[src/rtl/timer_irq_ctrl_if.sv]
// Signal bundle between the decade-timer interrupt controller and its host/timer side.
// The master drives enable, timer flag and acknowledge; the slave is the controller.
interface timer_irq_ctrl_if #(
    parameter int unsigned CNT_W = 8
);
    logic             en;
    logic             t_in;
    logic             irq_ack;
    logic             timer_clr;
    logic             irq;
    logic [CNT_W-1:0] event_cnt;
    logic             missed;

    modport master (
        output en, t_in, irq_ack,
        input  timer_clr, irq, event_cnt, missed
    );

    modport slave (
        input  en, t_in, irq_ack,
        output timer_clr, irq, event_cnt, missed
    );
endinterface

[src/rtl/timer_irq_ctrl.sv]
// Turns each rising edge of the timer's sticky terminal flag into a counted interrupt event,
// holding the timer cleared between arms and optionally re-arming it for periodic operation.
module timer_irq_ctrl #(
    parameter int unsigned CNT_W      = 8,
    parameter int unsigned CLR_CYCLES = 2,
    parameter bit          AUTO_REARM = 1'b1
) (
    input logic             clk_in,
    input logic             arst,
    timer_irq_ctrl_if.slave bus
);

    localparam int unsigned CLR_W    = (CLR_CYCLES > 1) ? $clog2(CLR_CYCLES) : 1;
    localparam logic [CLR_W-1:0] CLR_LAST = CLR_W'(CLR_CYCLES - 1);

    localparam logic [1:0] StIdle  = 2'd0;
    localparam logic [1:0] StClear = 2'd1;
    localparam logic [1:0] StArmed = 2'd2;
    localparam logic [1:0] StDone  = 2'd3;

    logic [1:0]       state_q, state_d;
    logic             t_q;
    logic [CLR_W-1:0] clr_cnt_q, clr_cnt_d;
    logic             timer_clr_q, timer_clr_d;
    logic             irq_q, irq_d;
    logic [CNT_W-1:0] event_cnt_q, event_cnt_d;
    logic             missed_q, missed_d;
    logic             rise;

    assign rise = bus.t_in & ~t_q;

    always_comb begin
        state_d     = state_q;
        clr_cnt_d   = clr_cnt_q;
        irq_d       = irq_q & ~bus.irq_ack;
        event_cnt_d = event_cnt_q;
        missed_d    = missed_q;

        // Dropping enable wins over everything, including a same-cycle expiry.
        if (!bus.en) begin
            state_d     = StIdle;
            clr_cnt_d   = '0;
            irq_d       = 1'b0;
            event_cnt_d = '0;
            missed_d    = 1'b0;
        end else begin
            unique case (state_q)
                StIdle: begin
                    state_d     = StClear;
                    clr_cnt_d   = '0;
                    irq_d       = 1'b0;
                    event_cnt_d = '0;
                    missed_d    = 1'b0;
                end
                StClear: begin
                    clr_cnt_d = clr_cnt_q + CLR_W'(1);
                    if (clr_cnt_q == CLR_LAST) begin
                        state_d = StArmed;
                    end
                end
                StArmed: begin
                    if (rise) begin
                        event_cnt_d = event_cnt_q + CNT_W'(1);
                        irq_d       = 1'b1;
                        // A same-cycle ack retires the old request, so nothing was lost.
                        missed_d    = missed_q | (irq_q & ~bus.irq_ack);
                        clr_cnt_d   = '0;
                        state_d     = AUTO_REARM ? StClear : StDone;
                    end
                end
                StDone: begin
                    state_d = StDone;
                end
                default: begin
                    state_d = StIdle;
                end
            endcase
        end

        timer_clr_d = (state_d == StIdle) || (state_d == StClear);
    end

    always_ff @(posedge clk_in or posedge arst) begin
        if (arst) begin
            state_q     <= StIdle;
            t_q         <= 1'b0;
            clr_cnt_q   <= '0;
            timer_clr_q <= 1'b1;
            irq_q       <= 1'b0;
            event_cnt_q <= '0;
            missed_q    <= 1'b0;
        end else begin
            state_q     <= state_d;
            t_q         <= bus.t_in;
            clr_cnt_q   <= clr_cnt_d;
            timer_clr_q <= timer_clr_d;
            irq_q       <= irq_d;
            event_cnt_q <= event_cnt_d;
            missed_q    <= missed_d;
        end
    end

    assign bus.timer_clr = timer_clr_q;
    assign bus.irq       = irq_q;
    assign bus.event_cnt = event_cnt_q;
    assign bus.missed    = missed_q;

endmodule
[src/flat_wrapper.sv]
// flat-port wrapper written by rule: the top's interface ports become plain ports
module timer_irq_ctrl_flat 
#(
    parameter int unsigned CNT_W      = 8,
    parameter int unsigned CLR_CYCLES = 2,
    parameter bit          AUTO_REARM = 1'b1
)
  (clk_in, arst, bus_en, bus_t_in, bus_irq_ack, bus_timer_clr, bus_irq, bus_event_cnt, bus_missed);
  timer_irq_ctrl_if #(.CNT_W(CNT_W)) bus_i ();
  input logic clk_in;
  input logic arst;
  input wire logic [$bits(bus_i.en)-1:0] bus_en;
  input wire logic [$bits(bus_i.t_in)-1:0] bus_t_in;
  input wire logic [$bits(bus_i.irq_ack)-1:0] bus_irq_ack;
  output wire logic [$bits(bus_i.timer_clr)-1:0] bus_timer_clr;
  output wire logic [$bits(bus_i.irq)-1:0] bus_irq;
  output wire logic [$bits(bus_i.event_cnt)-1:0] bus_event_cnt;
  output wire logic [$bits(bus_i.missed)-1:0] bus_missed;
  assign bus_i.en = bus_en;
  assign bus_i.t_in = bus_t_in;
  assign bus_i.irq_ack = bus_irq_ack;
  assign bus_timer_clr = bus_i.timer_clr;
  assign bus_irq = bus_i.irq;
  assign bus_event_cnt = bus_i.event_cnt;
  assign bus_missed = bus_i.missed;
  timer_irq_ctrl #(.CNT_W(CNT_W), .CLR_CYCLES(CLR_CYCLES), .AUTO_REARM(AUTO_REARM)) u_core (.clk_in(clk_in), .arst(arst), .bus(bus_i));
endmodule
[config.mk]
export PLATFORM = sky130hd
export DESIGN_NAME = timer_irq_ctrl_flat
export DESIGN_NICKNAME = d
export VERILOG_FILES = /design/src/rtl/timer_irq_ctrl_if.sv /design/src/rtl/timer_irq_ctrl.sv /design/src/flat_wrapper.sv
export SDC_FILE = /design/constraint.sdc
export NUM_CORES = 1
export LEC_CHECK = 0
export CAP_MARGIN = 0
export CORE_MARGIN = 1.5
export CORE_UTILIZATION = 43
export DETAILED_ROUTE_END_ITERATION = 10
export MAX_ROUTING_LAYER = met4
export PLACE_DENSITY = 0.72
export SLEW_MARGIN = 20
export SYNTH_ARGS = -nofsm -noshare
export SYNTH_HDL_FRONTEND = slang
export SYNTH_SLANG_ARGS = --single-unit
[constraint.sdc]
create_clock -name clk_in -period 1.5 [get_ports clk_in]
set_clock_uncertainty 0.1 [all_clocks]
set_input_delay 0.15 -clock clk_in [delete_from_list [all_inputs] [get_ports clk_in]]
set_output_delay 0.15 -clock clk_in [all_outputs]
set_load 0.01 [all_outputs]
# [Yosys cells after proc, flatten, opt, wreduce, memory -nomap -nowiden]
# Cells that the tools add are included.
[word_totals] ff_bits=15 latch_bits=0 mem_bits_rw=0 rom_bits=0 inputBits=5 out_inout_bits=11 mem_count=0
[op_classes] add_sub_neg=2 mul=0 n_div=0 magnitude_cmp=0 eq_ne=7 shift=0 n_mux=16 bitwise=5 n_reduce_logical=5
[op_table] operator="two-way mux 8 bit" count=2
[op_table] operator="one-hot mux 8 bit (2 select lines)" count=1
[op_table] operator="adder 8 x 1 -> 8 bit (second input constant)" count=1
[op_table] operator="one-hot mux 2 bit (4 select lines)" count=1
[op_table] operator="two-way mux 1 bit" count=6
[op_table] operator="two-way mux 2 bit" count=3
[op_table] operator="== test 2 x 1 -> 1 bit (second input constant)" count=2
[op_table] operator="== test 2 bit (second input constant)" count=2
[op_table] operator="logical NOT 2 bit" count=2
[op_table] operator="inequality test 4 x 1 -> 1 bit (second input constant)" count=1
[op_table] operator="one-hot mux 1 bit (2 select lines)" count=2
[op_table] operator="AND reduction 2 bit" count=2
[op_table] operator="inequality test 3 x 1 -> 1 bit (second input constant)" count=1
[op_table] operator="inequality test 3 x 2 -> 1 bit (second input constant)" count=1
[op_table] operator="one-hot mux 1 bit (3 select lines)" count=1
[op_table] operator="bitwise AND 1 bit" count=2
[op_table] operator="inverter 1 bit" count=2
[op_table] operator="adder 1 bit (second input constant)" count=1
[op_table] operator="logical OR 1 bit" count=1
[op_table] operator="OR 1 bit" count=1

# [Logic depth before layout (Yosys ltp)]
# Gate-level depths: netlist of the first run.
[logic_depth] depth_word=7 mapped_depth=5 mapped_depth_nobuf=5

# [Worst setup path before layout of the first run]
# OpenSTA, ideal clock, no wires.
[synth_timing] path_type="register -> register" startpoint="reg u_core.state_q[1]" endpoint="reg u_core.event_cnt_q[6] (netlist: u_core.bus.event_cnt[6])" setup_time_ns=0.078 t_arrival_ns=1.394 path_slack_ns=-0.072 path_stages_with_launch=6 n_path_buf=1 period_less_slack_ns=1.572 cell_sequence="dfrtp_1 buf_6 and2_4 a211o_1 or3_1 a21oi_1"
[synth_via] elab_chain_cells=3
[synth_lines] element="start, declared" line="timer_irq_ctrl.sv:21" rtl="logic [1:0] state_q, state_d;"
[synth_lines] element="start signal, assigned" line="timer_irq_ctrl.sv:85" rtl="state_q <= StIdle;"
[synth_lines] element="start signal, assigned" line="timer_irq_ctrl.sv:93" rtl="state_q <= state_d;"
[synth_lines] element="== test 2 bit or logical NOT 2 bit (tied branches)" line="timer_irq_ctrl.sv:47" rtl="unique case (state_q)"
[synth_lines] element="one-hot mux 8 bit (2 select lines) (tied with other cells)" line="timer_irq_ctrl.sv:47"
[synth_lines] element="two-way mux 8 bit or AND reduction 2 bit (tied branches)"
[synth_lines] element="end signal, assigned" line="timer_irq_ctrl.sv:98" rtl="event_cnt_q <= event_cnt_d;"
[synth_lines] element="end, declared" line="timer_irq_ctrl.sv:26" rtl="logic [CNT_W-1:0] event_cnt_q, event_cnt_d;"
# Parallel ways exist; a longest one is shown, timed or not.
# A chain may end at the register's enable or synchronous reset.

# [Worst setup path after layout of the first run]
[layout_timing] startpoint="reg u_core.state_q[1]" endpoint="reg u_core.event_cnt_q[5] (netlist: u_core.bus.event_cnt[5])"
# Same word-level chain as after synthesis.

==> run summary, run 1 <==
Crit path largest cell delay - 0.40 ns
Wire per inst - 14.38 µm
Setup crit start - u_core.state_q[1]$_DFF_PP0_
Largest fanout on the critical path - 6
Syn nets - 79
Residual DRC count - 1
Cell Pwr Density - 705.5 nW/µm²
Main synth FF type - dfrtp_1
DRT iter0 DRCs - 13
Via count - 662
Clk slew on worst S/H paths - 0.09 ns
Area of the multi-input gates - 362.8 µm²
Vias in the first global route - 668
Relative slew slack - 61.68%
CTS Sinks - 15
Post-route minimum period - 1.531 ns
Crit start category - flop
Setup violators final - 2
WP buf/inv - 0
Top cells by count, synth - dfrtp_1, nand2_1, o21ai_0
Top cells by area, synth - dfrtp_1, dfstp_2, o21ai_0
Core Rows - 14
Dpl cells - 116
Worst Hold Class - input pin to asynchronous set/reset pin
CP Class - flop to flop
F_max - 653.0 MHz
Syn_area_per_cell - 10.15 µm²
PortBufs - 15
Mapped Cells - 73
Netlist cell types - 30
Largest net degree at the start of global routing - 16
Max-slew violations - 0
Die span in x - 44.51 µm
Asr flop ratio synth - 100.0%
Worst Setup EP - u_core.bus.event_cnt[5]$_DFFE_PP0P_
Worst-Margin Slew - 0.5710 ns
CTS Buffer Depth - 2
Status - finished with violations
Core ar. - 1559 µm²
Setup TNS - -0.04384 ns
FF-to-FF Start - u_core.state_q[1]$_DFF_PP0_
DRT antenna net count - 0
Max IR drop VDD - 0.0005779 V
Sequential area share after synthesis - 50.84%
Post-synth EDFFs - 0
Crit path max-delay family - simple AND/OR/NAND/NOR gates
Cell at the root of the clock tree - clkbuf_4
Die height - 44.51 µm
Routed vias/inst - 5.296
Final Hold Viols - 0
Clock Latency Late Sink - 0.28 ns
Cell area after synthesis - 740.7 µm²
Setup ws final - -0.03130 ns
Initial antenna violation count - 0
Drt first pass iters - 7
Critical path capture point type - flop
Leakage - 0.5254 nW
Final Routed Wirelength - 1.798 mm
Max Cap Viol - 0
GRT overflow - 0
Post-DP HPWL - 1.298 mm
R2r worst-path depth - 4
Non-filler cells, final - 125
Number of synthesis warnings - 0
Synth-to-layout area growth - 47.64%
Routability cong. - 0.8170
R2R Path End - u_core.bus.event_cnt[5]$_DFFE_PP0P_
All-Layer GR Usage - 20.77%
Synth top area share - 47.30%
Worst R2R Setup Slack - -0.03 ns
N_diodes - 0
Fill cell count - 141
Crit-path cells - and2_4 -> a211o_4 -> or3_4 -> a21oi_2
Crit path max-delay cell type - dfrtp_1
Nets@finish - 116
Cell taking the most area after synthesis - dfrtp_1
FF+latch count, synth - 15
CTS tree - yes
H-tree levels - 1
Num CTS Buffers - 3
Most frequent cell after synthesis - dfrtp_1
# IOs - 16
CP Data Required Time - 1.61 ns
Unrepaired setup endpoints after global routing - yes
Failing checks - DRC, setup timing
Layout cell share with drive strength beyond 1 - 31.19%
Fin crit share - 102.1%
Worst path depth - 4
First-pass GRT wire length - 2.870 mm
Starting Density - 47.51%
Reg area - 376.6 µm²
Worst endpoint data arrival time - 1.64 ns
Die ar. - 1981 µm²
## layout make-up
class / instances / share of cell area (%)
timing repair buffer: 34 / 26.66
tap: 16 / 1.831
clock inverter: 1 / 0.4577
inverter: 4 / 1.373
clock buffer: 3 / 2.059
sequential: 15 / 34.44
multi-input combinational: 52 / 33.18
## worst register-to-register path: cells and delay by family (launching register included)
family / cells / cell delay, ns
AO/OA/AOI/OAI: 2 / 0.48
flip-flops: 1 / 0.40
AND/OR/NAND/NOR: 2 / 0.48
## where the power goes
| group | internal, mW | total [mW] | switching, mW |
|---|---|---|---|
| clock network | 0.0989 | 0.230 | 0.131 |
| registers | 0.417 | 0.425 | 0.00771 |
| logic | 0.0609 | 0.117 | 0.0565 |
## logic make-up (layout without fill, tap and decap cells)
| logic type | Yosys count | count (layout) | synth area share, % |
|---|---|---|---|
| buf+inv | 6 | 42 | 5.067 |
| flops | 15 | 15 | 50.85 |
| fa+ha+maj | 1 | 1 | 1.689 |
| mux | 1 | 1 | 1.520 |
| xor+xnor | 2 | 2 | 2.365 |
| compound gates | 20 | 20 | 17.40 |
| simple gates | 28 | 28 | 21.11 |
## state kept, by name, indices dropped and copies added (netlist names)
register              cells
u_core.bus.event_cnt      8
u_core.state_q            2
u_core.bus.irq            1
u_core.bus.missed         1
u_core.bus.timer_clr      1
u_core.clr_cnt_q          1
u_core.t_q                1
## layout by cell type (no fill, tap or decap), types with 2 or more instances in the layout
cell type	instances
buf_4	18
and2_4	2
or3_1	2
dlygate4sd2_1	6
inv_1	4
o21ai_0	5
nor2_1	4
dfrtp_1	14
and2_1	2
nor2b_1	2
clkbuf_4	3
a21boi_0	2
a22oi_1	2
clkdlybuf4s50_1	8
nand2_1	6
nand4_1	2
nand3_1	2
a21oi_1	2
a21oi_2	2
## routing by layer
metal	vias up	track usage, %	wire length [µm]
li1	333	-	-
met1	312	25.20	846
met2	15	35.65	876
met3	2	2.449	58
met4	0	6.667	18
met5	-	-	0
## what timing repair did
action / in CTS / in global routing
setup endpoints to repair: 9 / 9
gates resized for setup: 7 / 7
pin swaps: 1 / 2
gates cloned: 0 / 0
hold buffers: 0 / 0
setup buffers: 0 / 5
## worst min-delay path by stage
stage                     from                                   to  slack [ns]  cells past startpoint
final                     arst             u_core.bus.irq$_DFF_PP0_        0.06                      3
after global routing      arst  u_core.bus.event_cnt[4]$_DFFE_PP0P_        0.06                      3
after CTS                 arst  u_core.bus.event_cnt[4]$_DFFE_PP0P_        0.05                      3
after detailed placement  arst        u_core.bus.missed$_DFFE_PP0P_        0.37                      3
after global placement    arst        u_core.bus.missed$_DFFE_PP0P_        0.37                      3
after floorplan           arst  u_core.bus.event_cnt[0]$_DFFE_PP0P_       -0.05                      1
## through the flow
| step | total power, mW | hold WS (ns) | setup WS [ns] | util [%] | instance area [µm²] |
|---|---|---|---|---|---|
| detailed placement | 0.5411 | 0.3670 | -0.2649 | 63.88 | 996.0 |
| floorplan | 0.4911 | -0.04924 | 0.007428 | - | 743.2 |
| finish | 0.7715 | 0.05581 | -0.03130 | 70.14 | 1094 |
| global route | 0.8113 | 0.06091 | -0.06999 | 70.14 | 1094 |
| global placement | 0.5375 | 0.3666 | -0.2018 | 63.88 | 996.0 |
| CTS | 0.7713 | 0.05345 | -0.02830 | 65.41 | 1020 |
(Power assumes the default switching activity.)
==> run 2, diff against run 1 <==
--- a/config.mk
+++ b/config.mk
@@ -5,6 +5,7 @@
 export SDC_FILE = /design/constraint.sdc
 export NUM_CORES = 1
 export LEC_CHECK = 0
+export ABC_CLOCK_PERIOD_IN_PS = 1500
 export CAP_MARGIN = 0
 export CORE_MARGIN = 1.5
 export CORE_UTILIZATION = 43
==> results of run 2 <==
No change in the layout: final DEF, timing and power equal those of run 1.
